<file path="src/rtl/amm1to2dec_async.sv">
// Avalon-MM 1-to-2 address decoder with in-order read tracking and async active-low reset.
// Define AMM1TO2DEC_PIPELINE_EN to allow up to MAX_OUTSTANDING reads in flight (default: one).
module amm1to2dec_async #(
   parameter logic [31:0] S2_BASE         = 32'h0001_0000,
   parameter logic [31:0] S2_MASK         = 32'hFFFF_0000,
   parameter int          MAX_OUTSTANDING = 4
) (
   input  logic        clk,
   input  logic        resetn,
   input  logic [31:0] s_address,
   input  logic [3:0]  s_byteenable,
   input  logic [31:0] s_writedata,
   input  logic        s_read,
   input  logic        s_write,
   output logic        s_waitrequest,
   output logic [31:0] s_readdata,
   output logic        s_readdatavalid,
   output logic [31:0] m1_address,
   output logic [3:0]  m1_byteenable,
   output logic [31:0] m1_writedata,
   output logic        m1_read,
   output logic        m1_write,
   input  logic        m1_waitrequest,
   input  logic [31:0] m1_readdata,
   input  logic        m1_readdatavalid,
   output logic [31:0] m2_address,
   output logic [3:0]  m2_byteenable,
   output logic [31:0] m2_writedata,
   output logic        m2_read,
   output logic        m2_write,
   input  logic        m2_waitrequest,
   input  logic [31:0] m2_readdata,
   input  logic        m2_readdatavalid,
   output logic        rsp_error
);

`ifdef AMM1TO2DEC_PIPELINE_EN
   localparam bit P_PIPE = 1'b1;
`else
   localparam bit P_PIPE = 1'b0;
`endif
   localparam int LIMIT = P_PIPE ? MAX_OUTSTANDING : 1;
   localparam int CNT_W = P_PIPE ? $clog2(MAX_OUTSTANDING + 1) : 1;
   localparam logic [CNT_W-1:0] C_LIMIT = CNT_W'(LIMIT);
   localparam logic [CNT_W-1:0] C_ONE   = CNT_W'(1);

   logic [CNT_W-1:0] r_cnt;
   logic             r_last_sel;
   logic             r_rsp_error;

   logic w_sel;
   logic w_busy;
   logic w_stall;
   logic w_tgt_wait;
   logic w_accept;
   logic w_m1_rsp_ok;
   logic w_m2_rsp_ok;
   logic w_return;
   logic w_spurious;

   assign w_sel      = ((s_address & S2_MASK) == S2_BASE);
   assign w_busy     = (r_cnt != '0);
   // Switching targets waits for all in-flight reads so responses cannot reorder.
   assign w_stall    = (r_cnt == C_LIMIT) | (w_busy & (w_sel != r_last_sel));
   assign w_tgt_wait = w_sel ? m2_waitrequest : m1_waitrequest;

   assign s_waitrequest = w_stall | w_tgt_wait;
   assign w_accept      = s_read & ~s_waitrequest;

   assign m1_address    = s_address;
   assign m1_byteenable = s_byteenable;
   assign m1_writedata  = s_writedata;
   assign m2_address    = s_address;
   assign m2_byteenable = s_byteenable;
   assign m2_writedata  = s_writedata;

   assign m1_read  = s_read  & ~w_sel & ~w_stall;
   assign m1_write = s_write & ~w_sel & ~w_stall;
   assign m2_read  = s_read  &  w_sel & ~w_stall;
   assign m2_write = s_write &  w_sel & ~w_stall;

   // Only the port owning the in-flight reads may return data; anything else is dropped.
   assign w_m1_rsp_ok = m1_readdatavalid & w_busy & ~r_last_sel;
   assign w_m2_rsp_ok = m2_readdatavalid & w_busy &  r_last_sel;
   assign w_return    = w_m1_rsp_ok | w_m2_rsp_ok;
   assign w_spurious  = (m1_readdatavalid & ~w_m1_rsp_ok) | (m2_readdatavalid & ~w_m2_rsp_ok);

   assign s_readdata      = r_last_sel ? m2_readdata : m1_readdata;
   assign s_readdatavalid = w_return;
   assign rsp_error       = r_rsp_error;

   always_ff @(posedge clk or negedge resetn) begin
      if (!resetn) begin
         r_cnt       <= '0;
         r_last_sel  <= 1'b0;
         r_rsp_error <= 1'b0;
      end else begin
         if (w_accept & ~w_return) begin
            r_cnt <= r_cnt + C_ONE;
         end else if (~w_accept & w_return) begin
            r_cnt <= r_cnt - C_ONE;
         end
         if (w_accept) begin
            r_last_sel <= w_sel;
         end
         if (w_spurious) begin
            r_rsp_error <= 1'b1;
         end
      end
   end

endmodule

</file>
<file path="config.mk">
export PLATFORM = sky130hd
export DESIGN_NAME = amm1to2dec_async
export DESIGN_NICKNAME = d
export VERILOG_FILES = /design/src/rtl/amm1to2dec_async.sv
export SDC_FILE = /design/constraint.sdc
export NUM_CORES = 1
export LEC_CHECK = 0
export BUFFER_PORTS_ARGS = -buffer_cell sky130_fd_sc_hd__buf_2
export CORE_AREA = 2 2 122 124
export DETAILED_ROUTE_END_ITERATION = 10
export DIE_AREA = 0 0 124 126
export PLACE_DENSITY = 0.4
export SLEW_MARGIN = 20
export SYNTH_ARGS = -nofsm -noshare
export SYNTH_HDL_FRONTEND = slang
export SYNTH_SLANG_ARGS = --single-unit
export TNS_END_PERCENT = 50
</file>
<file path="constraint.sdc">
create_clock -name clk -period 2.9 [get_ports clk]
set_input_delay 0.145 -clock clk [delete_from_list [all_inputs] [get_ports clk]]
set_output_delay 0.145 -clock clk [all_outputs]
set_load 0.005 [all_outputs]
</file>
=== Word-level counts from Yosys, hierarchy flattened ===
Cells that the tools add are included.

* Add/sub/neg operators: 2
* $mul: 0
* Div/mod/pow operators: 0
* Magnitude comparators: 0
* Equal/unequal tests: 2
* Shift operators: 0
* Muxes and demuxes: 4
* Bitwise operators: 30
* Reduce and logical (&&, ||, !) cells: 1

{| class="wikitable"
|+ Operators by type and width
! kind !! count
|-
| $mux W32 || 1
|-
| $and A1 B1 Y1 || 18
|-
| $eq A16 B1 Y1 const B || 1
|-
| $not A1 Y1 || 8
|-
| $or A1 B1 Y1 || 4
|-
| $mux W1 || 3
|-
| $reduce_bool A2 Y1 || 1
|-
| $add A1 B1 Y1 const B || 1
|-
| $ne A1 B1 Y1 || 1
|-
| $sub A1 B1 Y1 const B || 1
|}

* Flip-flop bits (word level): 3
* Latch bits: 0
* Memory bits (writable): 0
* ROM bits: 0
* Input bits: 140
* Output and inout bits: 175
* Word-level logic and storage cells: 42
* Memories kept: 0

=== Logic depth before layout (Yosys ltp) ===
* Depth after elaboration: 11
* Gate-level depth with buffers: 4
* Mapped depth without buffers: 4

=== Worst setup path after synthesis ===
Ideal clock, no wire load.

* Kind: register -> output
* From: register r_last_sel
* To: output s_readdata[11]
* Arrival time: 1060 ps
* Required time: 2755 ps
* Slack: 1695 ps
* Stages on the path, launching flop included: 4
* Cells stage by stage: dfrtp_1 buf_2 buf_2 mux2_2

* Cells in the longest elaborated chain, start to end: 1

{| class="wikitable"
|+ Ends and longest elaborated chain
! element !! line !! source
|-
| start: declaration || 48 || <nowiki>logic r_last_sel;</nowiki>
|-
| start signal: assignment || 104 || <nowiki>r_last_sel <= w_sel;</nowiki>
|-
| $mux W32 || 88 || <nowiki>assign s_readdata = r_last_sel ? m2_readdata : m1_readdata;</nowiki>
|-
| end: declaration || 16 || <nowiki>output logic [31:0] s_readdata,</nowiki>
|}

Every way passes these cells.

=== Worst setup path after layout ===
* From: register r_last_sel
* To: output s_readdatavalid

* Cells in the longest elaborated chain, start to end: 3

{| class="wikitable"
|+ Ends and longest elaborated chain
! element !! line !! source
|-
| $not A1 Y1 || 83 || <nowiki>assign w_m1_rsp_ok = m1_readdatavalid & w_busy & ~r_last_sel;</nowiki>
|-
| $and A1 B1 Y1 || 83 ||
|-
| $or A1 B1 Y1 (*) || 85 || <nowiki>assign w_return = w_m1_rsp_ok | w_m2_rsp_ok;</nowiki>
|-
| end: declaration || 17 || <nowiki>output logic s_readdatavalid,</nowiki>
|}

Every way passes the cells marked *; elsewhere a longest branch is shown, timed or not.

==> flow_summary_export.csv <==
group,metric,value,unit
pwr,peakVddDrop,0.135,mV
synth,synth_edf_count,0,
finish,finish.utilization,12.2,%
pwr,power_density,245,nW/µm²
die,dieArea,15600,µm²
sta,max_freq,593,MHz
drt,ant_nets,0,
synth,synth_area,1670,µm²
synth,netlist_instances,199,
pwr,p_leak,0.890,nW
global_route,grt_max_degree,37,
pwr,netSwitchingPower,0.104,mW
sta,final-hold-violation-count,0,
clock_tree,cts_buffer_depth,2,
sta,layout_worst_path_cycle_share,58.2,%
sta,slew_violations,0,
drt,routed_wl,4.68,mm
global_route,grt_use_total,5.19,%
drt,dr_total_vias,1284,
drt,wl_per_cell,11.5,µm
die,die_w,124,µm
job,maxCapViolCount,0,
die,rows,44,
clock_tree,cts_tree,"done",
global_route,grt_pass1_vias,1288,
synth,syn_nets,339,
setup_path,worstSetupPathType,"register to output port",
clock_tree,post-cts-setup-buffers,0,
place,port_buffers,158,
run_status,status,"finished, final reports clean",
place,gp_congestion,0.666,
setup_path,cp.required,2.76,ns
die,pin_count,315,
setup_path,endpoint_kind,"output port",
clock_tree,insertion_delay,0.22,ns
synth,ys_seq_area_share,4.49,%
global_route,grt_pass1_wl,6.00,mm
place,post_dp_cell_area,1660,µm²
setup_path,cp_max_fo,36,
drt,drc,0,
finish,fin_nets,364,
sta,period_needed,1.69,ns
clock_tree,cts_buffers,3,
place,hpwl,4.26,mm
clock_tree,cts_sinks,3,
finish,area_growth,4.56,%
sta,worst_pin_slew,0.453,ns
synth,yosysWarnings,0,
worst_hold_path,min_path_type,"input port to register",
sta,setup-violations-final,0,
clock_tree,ctsResizeCount,0,
finish,design_area,1750,µm²
pwr,intPower,0.325,mW
clock_tree,clk_root_buffer_cell,"clkbuf_16",
synth,synthArstFlopShare,100,%
sta,skew,0.00333,ns
die,die_y,126,µm
sta,fin_setup_tns,0,ns
global_route,grt_overflow,0,
global_route,antenna_found_initial,0,
sta,rsz0062_at_grt,"false",
synth,synth.distinct_cells,20,
die,start_util,11.7,%
drt,firstDrtPassIters,4,
synth,avgSynthCellArea,8.41,µm²
pwr,switching_share,24.3,%
pwr,power_frac_comb,38.2,%
finish,drive_above_1_share,90.6,%
drt,drt_iter0_drc,5,
setup_path,critPathArrivalTime,1.54,ns
pwr,p_clk_share,50.8,%
setup_path,cp-start-kind,"register",
finish,antennaDiodeCount,0,
clock_tree,clk_pin_slew,0.03,ns
clock_tree,htreeDepth,1,
clock_tree,hold_buffers,1,
synth,ys_seq_elements,3,
synth,synthFlopType,"dfrtp_1",
die,core_region_area,14300,µm²
place,placedCellCount,402,
sta,relSlewSlack,69.8,%
drt,via_per_inst,3.15,
pwr,seqPwrFrac,11.0,%
finish,instances_no_fill,407,
==> sequential cells by signal, indices dropped and copies added (netlist names) <==
name and count:
r_cnt 1, r_last_sel 1, rsp_error 1
==> placed cells by master, fill, tap and decap left out, drive strengths merged <==
| master | instances |
|---|---|
| a21oi | 1 |
| a22o | 1 |
| and2 | 1 |
| and3b | 1 |
| buf | 159 |
| clkbuf | 4 |
| dfrtp | 3 |
| dlygate4sd3 | 1 |
| inv | 1 |
| mux2 | 32 |
| mux2i | 3 |
| nand2b | 2 |
| nand4 | 1 |
| nor2 | 4 |
| nor2b | 1 |
| nor3b | 1 |
| nor4 | 3 |
| nor4b | 1 |
| o21ai | 2 |
| or2 | 1 |
==> power groups by stage <==
stage	Sequential (mW)	Clock, mW	Combinational [mW]
detailed placement	0.0475	0	0.166
finish	0.0472	0.218	0.164
global route	0.0479	0.228	0.184
global placement	0.0474	0	0.165
floorplan	0.0459	0	0.192
CTS	0.0472	0.222	0.169
==> area by class of cell <==
class / count / area, µm²
Multi-Input combinational cell: 55 / 553
Inverter: 1 / 3.75
Timing Repair Buffer: 160 / 808
Fill cell: 1674 / 12600
Sequential cell: 3 / 75.1
Clock buffer: 4 / 78.8
Tap cell: 184 / 230
==> synth_stat cells (2+ instances only) <==
cell type	count	area, µm²
buf_4	136	1020
o21ai_0	2	10.0
buf_2	4	20.0
mux2i_1	3	30.0
nand2b_1	2	12.5
mux2_2	32	360
nor2_1	4	15.0
nor4_2	2	25.0
dfrtp_1	3	75.1
==> per-layer routing <==
layer	track usage, %	routed length [µm]
met5	0	0
met4	2.78	166
met3	1.95	806
met2	11.1	2460
met1	3.55	1250
==> worst max-delay path: stages (launching register included) <==
cell	delay, ns
dfrtp_1	0.31
buf_4	0.38
mux2i_1	0.40
nor2b_1	0.08
buf_2	0.14
==> path summary, 6_finish.rpt <==
check | to | cells after the start | start | slack, ns
hold / removal | r_last_sel | 3 | m1_waitrequest | 0.23
max in group asynchronous | r_last_sel | 2 | resetn | 2.48
hold reg to reg | rsp_error | 1 | rsp_error | 0.47
min in group asynchronous | rsp_error | 2 | resetn | 0.31
setup reg to reg | r_cnt | 3 | r_last_sel | 1.50
setup / recovery | s_readdatavalid | 4 | r_last_sel | 1.21
==> stage by stage <==
step / hold slack [ns] / setup WS (ns) / total power [mW]
finish: 0.229 / 1.21 / 0.429
CTS: 0.256 / 1.16 / 0.438
global placement: -0.0534 / 1.42 / 0.213
global route: 0.281 / 1.08 / 0.460
detailed placement: -0.0535 / 1.39 / 0.214
floorplan: -0.151 / 1.70 / 0.238
==> cells by family (layout without fill, tap and decap cells) <==
family / after synthesis / after routing / share of synthesized area, %
buffers and inverters: 141 / 165 / 62.5
and+or+nand+nor: 16 / 16 / 8.30
AOI/OAI and AO/OA: 4 / 4 / 1.42
DFF: 3 / 3 / 4.49
muxes: 35 / 35 / 23.3
Power figures use the tool's default switching activity.
